$ cat src/rtl/rx_detector.sv
`default_nettype none
// ============================================================================
// Module   : rx_detector
// Purpose  : Integrate-and-dump bit detector with sync-word hunt and
//            fixed-length frame byte assembly.
// Options  : RX_ERR_CNT_EN adds an 8-bit saturating weak-decision counter
//            (err_cnt output).
// Revision : 1.0 - initial release
// ============================================================================
module rx_detector #(
  parameter int         SPB         = 8,
  parameter logic [7:0] SYNC_WORD   = 8'hA5,
  parameter int         FRAME_BYTES = 4,
  parameter int         MARGIN      = 32
) (
  input  logic              clk,
  input  logic              reset,
  input  logic signed [8:0] rx_in,
  input  logic              rx_en,
  output logic              bit_out,
  output logic              bit_valid,
  output logic [7:0]        data_out,
  output logic              data_valid,
  output logic              locked
`ifdef RX_ERR_CNT_EN
  ,
  output logic [7:0]        err_cnt
`endif
);

  localparam int CW = (SPB > 1) ? $clog2(SPB) : 1;
  localparam int AW = 9 + CW;
  localparam int BW = (FRAME_BYTES > 1) ? $clog2(FRAME_BYTES) : 1;
  localparam logic [CW-1:0] LAST_SAMPLE = CW'(SPB - 1);
  localparam logic [BW-1:0] LAST_BYTE   = BW'(FRAME_BYTES - 1);

  typedef enum logic [0:0] {
    HUNT   = 1'b0,
    LOCKED = 1'b1
  } state_t;

  state_t               state_q,   state_d;
  logic signed [AW-1:0] acc_q,     acc_d;
  logic [CW-1:0]        cnt_q,     cnt_d;
  logic [7:0]           shift_q,   shift_d;
  logic [2:0]           bitcnt_q,  bitcnt_d;
  logic [BW-1:0]        bytecnt_q, bytecnt_d;
  logic                 bit_q,     bit_d;
  logic                 bv_q,      bv_d;
  logic [7:0]           dout_q,    dout_d;
  logic                 dv_q,      dv_d;

  logic signed [AW-1:0] w_sum;
  logic                 w_bit;
  logic [7:0]           w_shift;
  logic                 w_last;

  // Accumulator width covers SPB full-scale samples, so the sum never wraps.
  assign w_sum   = acc_q + $signed({{CW{rx_in[8]}}, rx_in});
  assign w_bit   = ~w_sum[AW-1];
  assign w_shift = {shift_q[6:0], w_bit};
  assign w_last  = rx_en && (cnt_q == LAST_SAMPLE);

  // Next-state: integrate samples, decide bits, run the sync/frame FSM.
  always_comb begin
    acc_d     = acc_q;
    cnt_d     = cnt_q;
    shift_d   = shift_q;
    state_d   = state_q;
    bitcnt_d  = bitcnt_q;
    bytecnt_d = bytecnt_q;
    bit_d     = bit_q;
    bv_d      = 1'b0;
    dout_d    = dout_q;
    dv_d      = 1'b0;
    if (rx_en) begin
      if (w_last) begin
        acc_d   = '0;
        cnt_d   = '0;
        bit_d   = w_bit;
        bv_d    = 1'b1;
        shift_d = w_shift;
        case (state_q)
          HUNT: begin
            if (w_shift == SYNC_WORD) begin
              state_d   = LOCKED;
              bitcnt_d  = '0;
              bytecnt_d = '0;
            end
          end
          LOCKED: begin
            bitcnt_d = bitcnt_q + 3'd1;
            if (bitcnt_q == 3'd7) begin
              dout_d = w_shift;
              dv_d   = 1'b1;
              if (bytecnt_q == LAST_BYTE) begin
                state_d   = HUNT;
                shift_d   = '0;
                bytecnt_d = '0;
              end else begin
                bytecnt_d = bytecnt_q + BW'(1);
              end
            end
          end
          default: state_d = HUNT;
        endcase
      end else begin
        acc_d = w_sum;
        cnt_d = cnt_q + CW'(1);
      end
    end
  end

  // State register with asynchronous clear.
  always_ff @(posedge clk or posedge reset) begin
    if (reset) begin
      state_q   <= HUNT;
      acc_q     <= '0;
      cnt_q     <= '0;
      shift_q   <= '0;
      bitcnt_q  <= '0;
      bytecnt_q <= '0;
      bit_q     <= 1'b0;
      bv_q      <= 1'b0;
      dout_q    <= 8'h00;
      dv_q      <= 1'b0;
    end else begin
      state_q   <= state_d;
      acc_q     <= acc_d;
      cnt_q     <= cnt_d;
      shift_q   <= shift_d;
      bitcnt_q  <= bitcnt_d;
      bytecnt_q <= bytecnt_d;
      bit_q     <= bit_d;
      bv_q      <= bv_d;
      dout_q    <= dout_d;
      dv_q      <= dv_d;
    end
  end

  assign bit_out    = bit_q;
  assign bit_valid  = bv_q;
  assign data_out   = dout_q;
  assign data_valid = dv_q;
  assign locked     = (state_q == LOCKED);

`ifdef RX_ERR_CNT_EN
  logic [7:0]         err_q;
  logic signed [31:0] w_sum_ext;
  logic               w_weak;

  assign w_sum_ext = {{(32-AW){w_sum[AW-1]}}, w_sum};
  assign w_weak    = (w_sum_ext < MARGIN) && (w_sum_ext > -MARGIN);

  // Count low-confidence decisions, saturating; only reset clears it.
  always_ff @(posedge clk or posedge reset) begin
    if (reset) begin
      err_q <= 8'h00;
    end else if (w_last && w_weak && (err_q != 8'hFF)) begin
      err_q <= err_q + 8'd1;
    end
  end

  assign err_cnt = err_q;
`endif

endmodule
`default_nettype wire

$ cat config.mk
export PLATFORM = sky130hd
export DESIGN_NAME = rx_detector
export DESIGN_NICKNAME = d
export VERILOG_FILES = /design/src/rtl/rx_detector.sv
export SDC_FILE = /design/constraint.sdc
export NUM_CORES = 1
export LEC_CHECK = 0
export CORE_MARGIN = 2
export CORE_UTILIZATION = 50
export CTS_BUF_LIST = sky130_fd_sc_hd__clkbuf_2 sky130_fd_sc_hd__clkbuf_4 sky130_fd_sc_hd__clkbuf_8
export CTS_CLUSTER_SIZE = 28
export DETAILED_ROUTE_END_ITERATION = 10
export DONT_BUFFER_PORTS = 1
export GPL_ROUTABILITY_DRIVEN = 0
export HOLD_SLACK_MARGIN = 0.03
export MAX_ROUTING_LAYER = met4
export PLACE_DENSITY = 0.63
export SETUP_SLACK_MARGIN = 0.02
export SYNTH_ARGS = -nofsm -noshare
export SYNTH_HDL_FRONTEND = slang
export SYNTH_SLANG_ARGS = --single-unit
$ cat constraint.sdc
create_clock -name clk -period 4.85 [get_ports clk]
set_input_delay 1.455 -clock clk [delete_from_list [all_inputs] [get_ports clk]]
set_output_delay 1.455 -clock clk [all_outputs]
set_load 0.005 [all_outputs]
# After elaboration in Yosys (flattened, before gate mapping)
# Index checks and enable logic that the tools add are counted.
[op_classes]
reduce_logical = 5
addsub = 4
muxes = 21
bitwise = 2
n_eq_ne = 6
[ops]
columns = ["op", "count"]
rows = [
  ["$mux W7", 3],
  ["$add A12 B9 Y12", 1],
  ["$mux W12", 1],
  ["$mux W1", 9],
  ["$eq A8 B8 Y1 const B", 1],
  ["$reduce_and A4 Y1", 2],
  ["$add A3 B1 Y3 const B", 2],
  ["$eq A3 B3 Y1 const B", 2],
  ["$mux W2", 3],
  ["$mux W3", 2],
  ["$pmux W3 S2", 1],
  ["$pmux W2 S2", 1],
  ["$reduce_and A3 Y1", 1],
  ["$add A2 B1 Y2 const B", 1],
  ["$eq A2 B2 Y1 const B", 1],
  ["$ne A2 B1 Y1 const B", 1],
  ["$ne A2 B2 Y1 const B", 1],
  ["$not A1 Y1", 2],
  ["$pmux W1 S2", 1],
  ["$reduce_and A2 Y1", 1],
  ["$logic_and A1 B1 Y1", 1],
]
[word_totals]
in_bits = 12
out_inout_bits = 12
reg_bits = 39
wordCells = 48

# Longest topological paths before layout
[logic_depth]
ltp_word = 5
ltp_mapped = 8
ltp_nobuf = 8

# Worst setup path before layout
# No wires, ideal clock.
[synth_path]
path_type = "input port to flip-flop"
from = "input rx_in[0]"
to = "register acc_q[10]"
slack_ns = 1.703
path_stages = 8
required_time_ns = 4.729
arrival_time_ns = 3.026
n_path_buf = 0
cell_sequence = "ha_1 -> fa_1 -> a21oi_1 -> o211ai_1 -> a41o_1 -> a21oi_1 -> xnor2_1 -> a22o_1"
[synth_between]
elab_chain_len = 2
[synth_lines]
columns = ["element", "line", "source"]
rows = [
  ["start: declaration", "18", "input logic signed [8:0] rx_in,"],
  ["$add A12 B9 Y12", "59", "assign w_sum = acc_q + $signed({{CW{rx_in[8]}}, rx_in});"],
  ["$mux W12", "77", "if (w_last) begin"],
  ["end signal: assignment", "118", "acc_q <= '0;"],
  ["end signal: assignment", "129", "acc_q <= acc_d;"],
  ["end: declaration", "43", "logic signed [AW-1:0] acc_q, acc_d;"],
]
# Every way passes these cells.
# A chain may end at the register's enable or synchronous reset.

# Final worst setup path
[layout_path]
from = "input rx_in[1]"
to = "register state_q, in the netlist locked"
[layout_between]
elab_chain_len = 5
[layout_lines]
columns = ["element", "line", "source"]
rows = [
  ["$add A12 B9 Y12", "59", ""],
  ["$not A1 Y1", "60", "assign w_bit = ~w_sum[AW-1];"],
  ["$eq A8 B8 Y1", "85", "if (w_shift == SYNC_WORD) begin"],
  ["$mux W1", "85", ""],
  ["$pmux W1 S2", "83", "case (state_q)"],
  ["end signal: assignment", "128", "state_q <= state_d;"],
  ["end: declaration", "42", "state_t state_q, state_d;"],
]
# Every way passes these cells.

==> metrics.yaml <==
design.core.area_sq_um: 4060
worst_setup_path_end_kind: "flop"
num_vias: 1536
rr_worst_depth: 7
drtIter0Drc: 82
cp_max_fo: 5
clk_pin_slew_ns: 0.08
synth-simple-area-share_pct: 15.6
viasPerCell: 5.98
critPathLaunch: "rx_in[1]"
grt_antenna_before_repair: 0
die_w_um: 69.2
antenna_left: 0
dpl_cell_area_sq_um: 2170
cp-start-kind: "input pin"
final_common_cell: "dfrtp_1"
synth_top_area_cell: "dfrtp_1"
ys_seq_area_share_pct: 45.9
areaGrowthSynthToFinish_pct: 6.12
min_period_ns: 3.06
worst_pin_slew_ns: 0.712
grt_max_degree: 25
synth_area_leaders: "dfrtp_1 46%, ha_1 9.4%, a22o_1 6.6%, nand2_1 5.6%, xnor2_1 2.5%"
synth_nets: 230
first_pass_iters: 4
gr-total-overflow: 0
fmax_ghz: 0.327
num_antenna_cells: 0
synthMuxAreaShare_pct: 1.47
status: "completed"
async_reset_ff_share_pct: 100
yosysTopAreaCellShare_pct: 45.9
power_density_nw_per_um2: 530
r2r-end: "bytecnt_q[1]$_DFFE_PP0P_"
ctsResizeCount: 0
timing_hold_violations_final: 0
avgSynthCellArea_sq_um: 10.6
numCtsBuffers: 5
row_count: 23
insertion_delay_ns: 0.30
crit_arrival_ns: 3.24
clockBufferDepth: 2
track_usage_pct: 18.6
pin_count: 24
min_from: "acc_q[3]$_DFFE_PP0P_"
drc: 0
layout_common_cells: "39 x dfrtp_1, 32 x nand2_1, 16 x a22o_1, 16 x ha_1, 9 x nor2_1"
initial_utilization_pct: 52.4
synth_top_family_by_area: "compound AO/OA/AOI/OAI gates"
irDropWorstVdd_uv: 214
setup_tns_ns: 0
synthCells: 201
finalCritPeriodShare_pct: 63.1
finalMaxSlewViolations: 0
critPathCapture: "locked$_DFFE_PP0P_"
fin_area_sq_um: 2260
grt_pass1_wl_um: 7020
synth_warnings: 0
maxSlewHeadroom_pct: 52.3
cap_violations: 0
cts-root-buf: "clkbuf_8"
synthAdderAreaFrac_pct: 10.4
layout-drive-gt1-share_pct: 7.25
crit_type: "input pin to flop"
fin_skew_ns: 0.00707
dieArea_sq_um: 4790
drt_wl_total_um: 4070
synth_compound_area_share_pct: 19.8
clock_sinks: 39
post_drt_wl_per_cell_um: 15.9
htreeDepth: 2
syn_area_sq_um: 2130
grt_pass1_vias: 1513
setup_viol: 0
port_buffers: 0
synth.lib_cells_used.distinct: 49
hold_path_class: "flop to flop"
ys.flop_type: "dfrtp_1"
ys_ff_latch: 39
dp_hpwl_um: 2960
cts_tree: "yes"
power.leakage_nw: 1.09
r2r_setup_slack_ns: 2.28
nets: 235
rsz0062_at_grt: "no"
synth_edf_count: 0
crit_required_ns: 5.03
die_y_um: 69.2
synthXorXnorAreaFrac_pct: 3.94
cts_hold_buf: 0
postCtsSetupBuffers: 0
r2r-start: "cnt_q[0]$_DFFE_PP0P_"
==> how the worst min path moves through the flow <==
stage | to | cells past startpoint
3_5_place_dp | acc_q[3]$_DFFE_PP0P_ | 2
5_1_grt | cnt_q[0]$_DFFE_PP0P_ | 1
3_3_place_gp | cnt_q[0]$_DFFE_PP0P_ | 1
2_1_floorplan | acc_q[3]$_DFFE_PP0P_ | 2
6_report | acc_q[3]$_DFFE_PP0P_ | 2
4_1_cts | acc_q[3]$_DFFE_PP0P_ | 2
==> critical path, cell delays in order <==
cell      delay [ns]
ha_1            0.29
a211oi_1        0.32
o21a_1          0.27
nor4b_4         0.08
nor2_1          0.20
xnor3_1         0.31
o41ai_2         0.32
==> cells by family (layout without fill, tap and decap cells) <==
group | count (synthesis) | after routing
multiplexers | 3 | 3
AND/OR/NAND/NOR | 67 | 67
flip-flops | 39 | 39
buffers and inverters | 12 | 18
AO/OA/AOI/OAI | 55 | 55
adder cells (fa/ha/maj) | 17 | 17
XOR/XNOR | 8 | 8
==> layer usage <==
metal	GRT usage, %	part of all wire, %	vias to the layer above
met5	-	0	-
met4	6.97	2.4	0
met3	4.22	4.1	12
met2	28.1	44	38
met1	24.7	49	734
li1	-	-	752
==> per-stage QoR <==
| stage | util (%) | setup WS [ns] | hold slack [ns] | cells | total power [W] |
|---|---|---|---|---|---|
| floorplan | - | 1.70 | 0.450 | 201 | 0.000886 |
| global placement | 53.4 | 1.60 | 0.471 | 249 | 0.000959 |
| detailed placement | 53.4 | 1.55 | 0.473 | 249 | 0.000978 |
| CTS | 55.6 | 1.78 | 0.492 | 257 | 0.00120 |
| global route | 55.6 | 1.70 | 0.521 | 257 | 0.00129 |
| finish | 55.6 | 1.79 | 0.491 | 257 | 0.00120 |
==> cell type report <==
cell class	count	area (sq um)
multi-input cells	150	1090
inverters	9	33.8
flip-flops and latches	39	976
clock inverters	3	20.0
clock buffers	5	68.8
repair buffers	1	7.51
fillers	368	1800
well taps	50	62.6
==> sequential cells by signal, indices dropped and copies added (netlist names) <==
register and count:
bit_valid 1, acc_q 12, shift_q 7, data_valid 1, bitcnt_q 3, bytecnt_q 2
locked 1, bit_out 1, data_out 8, cnt_q 3
==> cell usage after synthesis, types with 3 or more instances <==
master and n:
nand2_1 32, a22o_1 16, xnor2_1 6, nor2_1 9
a21oi_1 7, o2bb2ai_1 3, nand2b_1 3, nand3_1 5
nor3_1 6, dfrtp_1 39, ha_1 16, nand4_1 3
o21ai_0 7, inv_1 7
==> power by group <==
part           switching, W  internal (W)  total (W)
clock network      0.000122      0.000100   0.000222
logic              0.000272      0.000244   0.000516
registers         0.0000572      0.000401   0.000458
(Power assumes the default switching activity.)
